[src/rtl/gpu_scanout.sv]
// gpu_scanout: reads a monochrome framebuffer from VRAM byte by byte and shifts it MSB-first onto a 2-wire LCD link.
// Build macro GPU_LINE_HEADER_EN: prefix every row with an 8-bit row-index header.
module gpu_scanout #(
    parameter int FB_WIDTH  = 128,
    parameter int FB_HEIGHT = 64,
    parameter int CLK_DIV   = 4
) (
    input  logic                                    sys_clk,
    input  logic                                    sys_rst,
    input  logic                                    frame_start,
    output logic                                    busy,
    output logic                                    frame_done,
    output logic                                    vram_rd_en,
    output logic [$clog2(FB_WIDTH*FB_HEIGHT/8)-1:0] vram_addr,
    input  logic [7:0]                              vram_rdata,
    output logic                                    lcd_clk,
    output logic                                    lcd_data,
    output logic                                    lcd_cs,
    output logic [2:0]                              dbg_state_o
);
    localparam int FB_BYTES = FB_WIDTH * FB_HEIGHT / 8;
    localparam int AW       = $clog2(FB_BYTES);
    localparam int DW       = (CLK_DIV > 1) ? $clog2(CLK_DIV) : 1;
    localparam logic [AW-1:0] LAST_BYTE = AW'(FB_BYTES - 1);
    localparam logic [DW-1:0] LAST_DIV  = DW'(CLK_DIV - 1);
`ifdef GPU_LINE_HEADER_EN
    localparam int ROW_BYTES = FB_WIDTH / 8;
    localparam int CW        = (ROW_BYTES > 1) ? $clog2(ROW_BYTES) : 1;
    localparam logic [CW-1:0] LAST_COL = CW'(ROW_BYTES - 1);
`endif

    // Encoding is visible on dbg_state_o: IDLE=0 FETCH=1 LOAD=2 LOW=3 HIGH=4 DONE=5.
    typedef enum logic [2:0] {
        S_IDLE, S_FETCH, S_LOAD, S_LOW, S_HIGH, S_DONE
    } state_t;

    state_t        state_q, state_d;
    logic [DW-1:0] div_q, div_d;
    logic [2:0]    bit_q, bit_d;
    logic [AW-1:0] byte_q, byte_d;
    logic [7:0]    shreg_q, shreg_d;
    logic          data_q, data_d;
    logic          pend_q, pend_d;
    logic          start;
`ifdef GPU_LINE_HEADER_EN
    logic          hdr_q, hdr_d;
    logic [CW-1:0] col_q, col_d;
    logic [7:0]    row_q, row_d;
`endif

    always_ff @(posedge sys_clk) begin
        if (sys_rst) begin
            state_q <= S_IDLE;
            div_q   <= '0;
            bit_q   <= '0;
            byte_q  <= '0;
            shreg_q <= '0;
            data_q  <= 1'b0;
            pend_q  <= 1'b0;
`ifdef GPU_LINE_HEADER_EN
            hdr_q   <= 1'b0;
            col_q   <= '0;
            row_q   <= '0;
`endif
        end else begin
            state_q <= state_d;
            div_q   <= div_d;
            bit_q   <= bit_d;
            byte_q  <= byte_d;
            shreg_q <= shreg_d;
            data_q  <= data_d;
            pend_q  <= pend_d;
`ifdef GPU_LINE_HEADER_EN
            hdr_q   <= hdr_d;
            col_q   <= col_d;
            row_q   <= row_d;
`endif
        end
    end

    // frame_start is a one-cycle request with no ready: requests made while a frame is
    // in flight are parked in a 1-deep pending flag, and further ones are dropped.
    always_comb begin
        state_d = state_q;
        div_d   = div_q;
        bit_d   = bit_q;
        byte_d  = byte_q;
        shreg_d = shreg_q;
        data_d  = data_q;
        pend_d  = pend_q;
        start   = 1'b0;
`ifdef GPU_LINE_HEADER_EN
        hdr_d   = hdr_q;
        col_d   = col_q;
        row_d   = row_q;
`endif
        if (frame_start && state_q != S_IDLE) pend_d = 1'b1;
        case (state_q)
            S_IDLE: begin
                byte_d = '0;
                if (frame_start || pend_q) start = 1'b1;
            end
            S_FETCH: state_d = S_LOAD;
            S_LOAD: begin
                shreg_d = vram_rdata;
                data_d  = vram_rdata[7];
                bit_d   = '0;
                div_d   = '0;
                state_d = S_LOW;
            end
            S_LOW: begin
                if (div_q == LAST_DIV) begin
                    div_d   = '0;
                    state_d = S_HIGH;
                end else begin
                    div_d = div_q + DW'(1);
                end
            end
            S_HIGH: begin
                if (div_q == LAST_DIV) begin
                    div_d   = '0;
                    shreg_d = {shreg_q[6:0], 1'b0};
                    bit_d   = bit_q + 3'd1;
                    if (bit_q != 3'd7) begin
                        data_d  = shreg_q[6];
                        state_d = S_LOW;
`ifdef GPU_LINE_HEADER_EN
                    end else if (hdr_q) begin
                        hdr_d   = 1'b0;
                        state_d = S_FETCH;
`endif
                    end else if (byte_q == LAST_BYTE) begin
                        state_d = S_DONE;
                    end else begin
                        byte_d  = byte_q + AW'(1);
                        state_d = S_FETCH;
`ifdef GPU_LINE_HEADER_EN
                        // Row boundary: shift out the next row index before its first byte.
                        if (col_q == LAST_COL) begin
                            col_d   = '0;
                            row_d   = row_q + 8'd1;
                            hdr_d   = 1'b1;
                            shreg_d = row_q + 8'd1;
                            data_d  = row_d[7];
                            state_d = S_LOW;
                        end else begin
                            col_d = col_q + CW'(1);
                        end
`endif
                    end
                end else begin
                    div_d = div_q + DW'(1);
                end
            end
            S_DONE: begin
                if (frame_start || pend_q) start = 1'b1;
                else                       state_d = S_IDLE;
            end
            default: state_d = S_IDLE;
        endcase
        if (start) begin
            pend_d  = 1'b0;
            byte_d  = '0;
            bit_d   = '0;
            div_d   = '0;
            state_d = S_FETCH;
`ifdef GPU_LINE_HEADER_EN
            col_d   = '0;
            row_d   = '0;
            hdr_d   = 1'b1;
            shreg_d = '0;
            data_d  = 1'b0;
            state_d = S_LOW;
`endif
        end
    end

    always_comb begin
        busy       = 1'b0;
        lcd_cs     = 1'b0;
        lcd_clk    = 1'b0;
        vram_rd_en = 1'b0;
        vram_addr  = '0;
        frame_done = 1'b0;
        case (state_q)
            S_FETCH: begin
                vram_rd_en = 1'b1;
                vram_addr  = byte_q;
                busy       = 1'b1;
                lcd_cs     = 1'b1;
            end
            S_LOAD, S_LOW: begin
                busy   = 1'b1;
                lcd_cs = 1'b1;
            end
            S_HIGH: begin
                busy    = 1'b1;
                lcd_cs  = 1'b1;
                lcd_clk = 1'b1;
            end
            S_DONE:  frame_done = 1'b1;
            default: ;
        endcase
    end

    assign lcd_data    = data_q;
    assign dbg_state_o = state_q;
endmodule

[config.mk]
export PLATFORM = sky130hd
export DESIGN_NAME = gpu_scanout
export DESIGN_NICKNAME = d
export VERILOG_FILES = /design/src/rtl/gpu_scanout.sv
export SDC_FILE = /design/constraint.sdc
export NUM_CORES = 1
export LEC_CHECK = 0
export CAP_MARGIN = 20
export CORE_MARGIN = 8
export CORE_UTILIZATION = 58
export CTS_BUF_LIST = sky130_fd_sc_hd__clkbuf_8
export CTS_CLUSTER_SIZE = 28
export DETAILED_ROUTE_END_ITERATION = 6
export PLACE_DENSITY = 0.95
export SYNTH_ARGS = -nofsm -noshare
export SYNTH_HDL_FRONTEND = slang
export SYNTH_SLANG_ARGS = --single-unit
export TNS_END_PERCENT = 100
[constraint.sdc]
create_clock -name sys_clk -period 3.8 [get_ports sys_clk]
set_clock_uncertainty 0.2 [all_clocks]
set_input_delay 0.38 -clock sys_clk [delete_from_list [all_inputs] [get_ports sys_clk]]
set_output_delay 0.38 -clock sys_clk [all_outputs]
set_load 0.01 [all_outputs]
==> results, run 1 <==
- The aggregate negative setup slack is 0 ns.
- Setup repair after global routing left no endpoint under its margin.
- The sequential fraction of the synthesis area is 32.4%.
- The clock drives 27 sinks.
- The total area of multi-input combinational cells is 0.00101 mm².
- After clock tree synthesis, the clock-pin slew on the worst setup and hold paths is 0.10 ns.
- Once the floorplan was initialized, standard cells occupied 60.5% of the core.
- The share of layout cells above drive strength 1 is 8.11%.
- The proportion of synthesized area in mux cells is 1.27%.
- The layout overhead on the synthesized area is 18.3%.
- Counting every instance in the synthesized netlist gives 205.
- The total via count in the routed design is 1,641.
- The count of pins over their slew limit was 0.
- Of the total synthesized cell area, the portion taken by full adders, half adders and majority gates is 3.00%.
- CTS placed an instance of sky130_fd_sc_hd__clkbuf_8 at the clock tree root.
- The capture point of the worst reg-to-reg path is byte_q[7]$_SDFFE_PP0P_.
- After Yosys synthesis, and, or, nand and nor cells account for 30.0% of the synthesized area.
- The length of the first detailed-routing pass in iterations is 4.
- The layout has 222 filler cells.
- The routed design has 4150 µm of wire.
- Following the worst setup path forward leads to its endpoint at vram_addr[3].
- TritonCTS created 3 clock buffers.
- The library cell used most frequently in the layout, excluding fill and tap cells, is sky130_fd_sc_hd__clkdlybuf4s50_1.
- The slack of the worst reg-to-reg path is 1.25 ns.
- The longest clock path from root to sink contains 2 buffers.
- For the pin with the worst max-slew slack, the measured transition is 0.667 ns.
- After layout, the design draws a total of 0.609 mW.
- The run finished with clean final reports.
- The critical register-to-register path startpoint is dbg_state_o[0]$_SDFFE_PP0P_.
- The tightest min-delay check is of the reg2reg type.
- The cts-stage hold buffer count is 0.
- The number of enable flip-flop cells after synthesis is 0.
- Measured against its own limit, the worst slew margin works out to 55.4%.
- The final worst-path cycle share is 77.1%.
- The most instantiated flip-flop cell in the synthesis netlist is sky130_fd_sc_hd__dfxtp_1.
- During placement, the flow inserted port buffers numbering 29.
- TritonCTS built the clock tree.
- The final global-route overflow total is 0.
- The number of cells on the worst reg-to-reg path is 5.
- IR analysis of the VDD net gives a maximum drop of 248 µV.
- Yosys mapped the design onto 51 distinct sky130hd cell types.
- Counting flops and latches in the post-synthesis netlist gives 27.
- The detailed router finished its first iteration with 126 violations.
- For this run, the slowest stage of the critical path takes 0.76 ns.
- 0 antenna diodes ended up in the layout.
- The xor and xnor fraction of the mapped netlist area is 0.525%.
- The compound-gate portion of the synthesized area is 26.0%.
- In this run the most critical hold path is launched from shreg_q[3]$_SDFFE_PP0P_.
- Summed over all cells, the static leakage comes to 0.703 nW.
- The placeable core area is 0.00276 mm².
- The detail route stage leaves a number of antenna-violating nets equal to 0.
- The combined area of all synthesized cells is 0.00167 mm².
- Of all nets on the critical path, the largest fanout is 22.
- The worst setup path is captured at an output port.
- The number of global-route vias before repair is 1,501.
- After the last flow step, the layout net total stands at 238.
- The weighted congestion at the end of routability-driven global placement is 0.939.
- Together, buffers and inverters on the worst path number 1.
- Measured along the y axis, the die boundary spans 69.6 µm.
- STA puts the critical path data arrival time at 2.35 ns.
- The signal on the critical path passes through and2b_1 -> and3_1 -> clkdlybuf4s50_1.
- The overall die width is 69.6 µm.
- For this design the ratio of total power to cell area is 308 mW/mm².
- STA classifies the critical path startpoint as a flip-flop.
- The mean number of vias per cell is 6.49.
- The source-to-sink clock delay at the later pin of the worst-skew pair is 0.28 ns.
- The finished layout holds 253 standard cells, fillers aside.
- The worst setup timing slack at the placement stage is 1.18 ns.
- The logic depth of the worst setup path including buffers is 3.
- The average detailed-routed wire length per instance is 16.4 µm.
- The Yosys step of the flow raised 0 warnings.
- The global-route total usage across every layer is 16.4%.
- The number of nets handed over by synthesis was 220.
- The first global-routing pass estimated 6960 µm of wire.
- The largest individual stage delay along the critical path comes from the cell sky130_fd_sc_hd__dfxtp_1.
- The total die area is 0.00485 mm².
- The maximum number of pins on one net before global-route repair is 23.
- The combined flip-flop and latch cell area is 541 µm².
- In this run, post-CTS repair resized a total of 0 instances.
- The share of synthesized flip-flops with an asynchronous set or reset is 0%.
- After synthesis, the mean cell area works out to 8.14 µm².
- The kind of cell with the highest combined delay on the critical path is flip-flops.
- The number of H-tree levels is 1.
- Final hold analysis gives a worst-case slack of 0.281 ns.
- The number of placed instances, taps included is 249.
- The top cell types in the final layout, fill and taps aside, are sky130_fd_sc_hd__clkdlybuf4s50_1 (29), sky130_fd_sc_hd__dfxtp_1 (27), sky130_fd_sc_hd__nand2_1 (23).
- Setup slack closes at 0.872 ns.
- The data required time of the critical path is 3.22 ns.
- Buffers added to address setup during post-CTS repair amount to 0.
- The residual DRC count is 0.
- The most critical setup path has its startpoint at dbg_state_o[0]$_SDFFE_PP0P_.
- Counting I/O delays and the setup requirement, the final critical path takes 2.93 ns.
- The post-detailed-placement half-perimeter wirelength is 2730 µm.
- Pin placement for this block handled 30 I/O pins.
- The number of standard-cell rows in the floorplan is 19.
- The path type of the worst setup path is reg2out.
- Setup violations remaining at the end of the flow were counted as 0.
- The number of antenna violations at the first check in global routing is 0.
- The total count of hold-check failures in the final report is 0.
- The upper clock frequency limit is 342 MHz.
- By area, the combinational part of the netlist is dominated by simple AND/OR/NAND/NOR gates.
- Across the run, the number of max-cap violations was 0.
[worst register-to-register path, delay by kind of cell (launching register included)]
family	cells	cell delay, ns
AO/OA/AOI/OAI	2	0.24
buffers and inverters	1	0.22
flip-flops	1	0.76
AND/OR/NAND/NOR	2	1.03
[routing by layer]
layer	vias up	part of all wire [%]	GRT usage, %
li1	796	-	-
met1	762	45	21.2
met2	75	46	25.6
met3	8	7.5	3.43
met4	0	1.6	6.92
met5	-	0	0
[cell families (layout without fill, tap and decap cells)]
family | after synthesis | in the layout
flops | 27 | 27
xor+xnor | 1 | 1
mux | 2 | 2
compound gates | 56 | 56
fa+ha+maj | 4 | 4
buf+inv | 25 | 42
simple gates | 90 | 90
[worst min-delay path by stage]
stage                         endpoint  cells after the start
2_1_floorplan    bit_q[1]$_SDFFE_PP0P_                      2
3_3_place_gp     bit_q[2]$_SDFFE_PP0P_                      2
3_5_place_dp     bit_q[2]$_SDFFE_PP0P_                      2
4_1_cts        shreg_q[4]$_SDFFE_PP0P_                      2
5_1_grt        shreg_q[4]$_SDFFE_PP0P_                      2
6_report       shreg_q[4]$_SDFFE_PP0P_                      2
[cell type report]
class                   count  area share, %
multi-input cells         153           51.4
flip-flops and latches     27           27.4
repair buffers             31           15.5
clock buffers               3           2.09
well taps                  31           1.96
inverters                   7           1.33
clock inverters             1          0.380
[power breakdown]
part	internal (mW)	switching, mW	total, mW	leakage [nW]
Combinational	0.0589	0.0752	0.134	0.464
Sequential	0.290	0.0148	0.305	0.218
Clock	0.0745	0.0951	0.170	0.0217
[state kept, by name, summed over array words and instances (netlist names)]
register	cells
bit_q	3
div_q	2
byte_q	10
lcd_data	1
shreg_q	7
dbg_state_o	3
pend_q	1
[cells in the mapped netlist, types with 2 or more instances]
cell type	n	area share [%]
sky130_fd_sc_hd__a211o_1	2	1.0
sky130_fd_sc_hd__a211oi_1	5	2.2
sky130_fd_sc_hd__a21oi_1	12	3.6
sky130_fd_sc_hd__a221oi_1	2	1.0
sky130_fd_sc_hd__a311oi_1	9	4.7
sky130_fd_sc_hd__a31oi_1	4	1.5
sky130_fd_sc_hd__and2b_1	2	0.90
sky130_fd_sc_hd__and3_1	12	4.5
sky130_fd_sc_hd__buf_2	7	2.1
sky130_fd_sc_hd__buf_4	3	1.3
sky130_fd_sc_hd__clkbuf_1	7	1.6
sky130_fd_sc_hd__dfxtp_1	27	32
sky130_fd_sc_hd__ha_1	4	3.0
sky130_fd_sc_hd__inv_1	6	1.3
sky130_fd_sc_hd__nand2_1	23	5.2
sky130_fd_sc_hd__nand2b_1	6	2.2
sky130_fd_sc_hd__nand3_1	7	2.1
sky130_fd_sc_hd__nand3b_1	3	1.3
sky130_fd_sc_hd__nand4_1	2	0.75
sky130_fd_sc_hd__nor2_1	15	3.4
sky130_fd_sc_hd__nor2_2	2	0.75
sky130_fd_sc_hd__nor3_1	7	2.1
sky130_fd_sc_hd__o21ai_0	4	1.2
sky130_fd_sc_hd__o21ai_1	2	0.60
sky130_fd_sc_hd__o31ai_1	2	0.90
sky130_fd_sc_hd__o32ai_1	2	1.0
sky130_fd_sc_hd__or3_1	3	1.1
sky130_fd_sc_hd__or3b_1	2	1.0
[through the flow]
stage | utilization, % | area, µm²
2_1_floorplan | - | 1670
3_3_place_gp | 69.8 | 1930
3_5_place_dp | 69.8 | 1930
4_1_cts | 71.6 | 1970
5_1_grt | 71.6 | 1970
6_report | 71.6 | 1970
(Power assumes the default switching activity.)
==> run 2, diff against run 1 <==
Settings changed: CORE_UTILIZATION 58 to 54, PLACE_DENSITY 0.95 to 0.92.
Clock period 3.8 ns to 3 ns, I/O delays scaled along.
==> results, run 2 (same netlist as run 1, synthesis figures left out) <==
- The run finished with clean final reports.
- The largest fanout on the critical path is 16.
- The die covers 0.00513 mm².
- The final total power is 0.770 mW.
- Once the floorplan was initialized, standard cells occupied 55.6% of the core.
- In this run, the number of DRC markers left after iteration 0 of detailed routing was 147.
- The upper clock frequency limit is 372 MHz.
- The topmost layer with routed signal wires is met4.
- The reported leakage power is 0.714 nW.
- The post-detailed-placement half-perimeter wirelength is 2870 µm.
- The residual DRC count is 0.
- The worst max-slew margin expressed relative to the limit is 55.4%.
- Gates resized during post-CTS repair numbered 0.
- The congestion estimate from routability-driven global placement came to 0.874.
- The number of antenna violations at the first check in global routing is 0.
- The count of antenna diodes in the layout is 0.
- The average detailed-routed wire length per instance is 15.2 µm.
- The share of layout cells above drive strength 1 is 8.93%.
- CTS saw 27 sinks.
- The number of primary I/O pins is 30.
- In this run the power density over the cells is 387 mW/mm².
- The antenna violation net count after detailed routing is 0.
- The maximum number of pins on one net before global-route repair is 17.
- The cell area after placement is 0.00194 mm².
- The length of the first detailed-routing pass in iterations is 4.
- Final hold analysis gives a worst-case slack of 0.283 ns.
- The number of setup violations in the final report is 0.
- The number of buffers between clock root and the deepest sink is 2.
- Buffers inserted during clock tree synthesis total 3.
- The cts-stage hold buffer count is 0.
- Input and output buffers added on the ports amount to 29.
- Setup repair after global routing left no endpoint under its margin.
- For this run, the post-layout net count is 240.
- The total count of hold-check failures in the final report is 0.
- In the layout the commonest cells are sky130_fd_sc_hd__clkdlybuf4s50_1 (29), sky130_fd_sc_hd__dfxtp_1 (27), sky130_fd_sc_hd__nand2_1 (23).
- The routed wire length on met2 is 1840 µm.
- The smallest clock period supported by the final layout is computed as 2.69 ns.
- The total via count in the routed design is 1,626.
- The mean number of vias per cell is 6.33.
- The overall die height is 71.6 µm.
- The library cell used most frequently in the layout, excluding fill and tap cells, is sky130_fd_sc_hd__clkdlybuf4s50_1.
- From left edge to right edge, the die measures 71.6 µm.
- The transition time of the tightest slew-check pin is 0.667 ns.
- Once layout is done, the placed cells without fillers occupy 0.00199 mm².
- Row generation in the floorplan step produced 20 rows.
- After detailed routing, the total wire length is 3900 µm.
- The number of max-cap violations is 0.
- The worst vdd rail ir drop is 186 µV.
- The clock tree from TritonCTS is done.
- In the final layout, the registers with the most flip-flops are byte_q: 10 flops, shreg_q: 7 flops.
- The global-route total usage across every layer is 15.6%.
- The layout overhead on the synthesized area is 19.3%.
- STA classifies the critical path startpoint as a flip-flop.
- In this run the number of H-tree levels came out at 1.
- The wire length of the first global-routing pass is 6660 µm.
- The flip-flop count of the largest register, all copies and words added is 10.
- The aggregate negative setup slack is 0 ns.
- Summed over all layers, the global routing overflow is 0.
- The number of setup buffers added after CTS is 0.
- At the worst endpoint, the required time is 2.50 ns.
- The number of global-route vias before repair is 1,515.
- Data on the critical path arrives at its endpoint at 2.19 ns.
- The post-route met1 wirelength is 1760 µm.
- The post-CTS clock slew at the launch and capture registers of the worst setup and hold paths is 0.10 ns.
- The path type of the worst setup path is reg2out.
- The count of pins over their slew limit was 0.
- The placeable core area is 0.00300 mm².
- The critical path capture point type is an output port.
- The path class of the tightest hold or removal check is reg2reg.
- The clock reaches the later pin of the worst-skew pair after 0.28 ns.
- Summed over all nets, wire length on met3 after detailed routing comes to 231 µm.
- More flip-flops sit in one register than any other, and that register is byte_q.
- The final worst-path cycle share is 89.5%.
- The final core utilization is 66.3%.
- The buffer type at the clock tree root is sky130_fd_sc_hd__clkbuf_8.
-- run 2: cell count changes in the layout (fill, tap and decap cells not counted) --
cell                    before  now
sky130_fd_sc_hd__buf_4       2    4
-- run 2: cell type report --
cell class                 instances  area (µm²)
clock buffer                       3        41.3
clock inverter                     1        7.51
fill                             252        1010
inverter                           7        26.3
multi-input combinational        153        1010
sequential                        27         541
tap                               33        41.3
timing repair buffer              33         320
-- run 2: where the power goes --
| group | switching [mW] | total (mW) | internal, mW |
|---|---|---|---|
| sequential | 0.0121 | 0.380 | 0.368 |
| clock | 0.118 | 0.213 | 0.0944 |
| combinational | 0.101 | 0.178 | 0.0772 |
| total | 0.231 | 0.770 | 0.539 |
-- run 2: worst max-delay path, stage by stage, from the launching register on --
cell and delay [ns]:
sky130_fd_sc_hd__dfxtp_1 0.61, sky130_fd_sc_hd__or3b_1 0.45, sky130_fd_sc_hd__inv_2 0.24, sky130_fd_sc_hd__clkdlybuf4s50_1 0.60
-- run 2: per-layer routing --
metal,track usage [%],vias to the layer above
li1,-,801
met1,18.9,768
met2,25.4,52
met3,2.65,5
met4,8.62,0
met5,0,-
-- run 2: path summary, 6_finish.rpt --
check / startpoint / endpoint / slack [ns] / cells after the start
max: dbg_state_o[2]$_SDFFE_PP0P_ / lcd_clk / 0.31 / 3
min: shreg_q[5]$_SDFFE_PP0P_ / shreg_q[6]$_SDFFE_PP0P_ / 0.28 / 2
max reg2reg: dbg_state_o[2]$_SDFFE_PP0P_ / div_q[1]$_SDFFE_PP0P_ / 0.67 / 4
min reg2reg: shreg_q[5]$_SDFFE_PP0P_ / shreg_q[6]$_SDFFE_PP0P_ / 0.28 / 2
-- run 2: through the flow --
stage,cells,worst slack [ns]
after CTS,257,0.329
final,257,0.315
after global routing,257,0.227
after detailed placement,253,0.678
after floorplan,205,1.05
after global placement,253,0.703
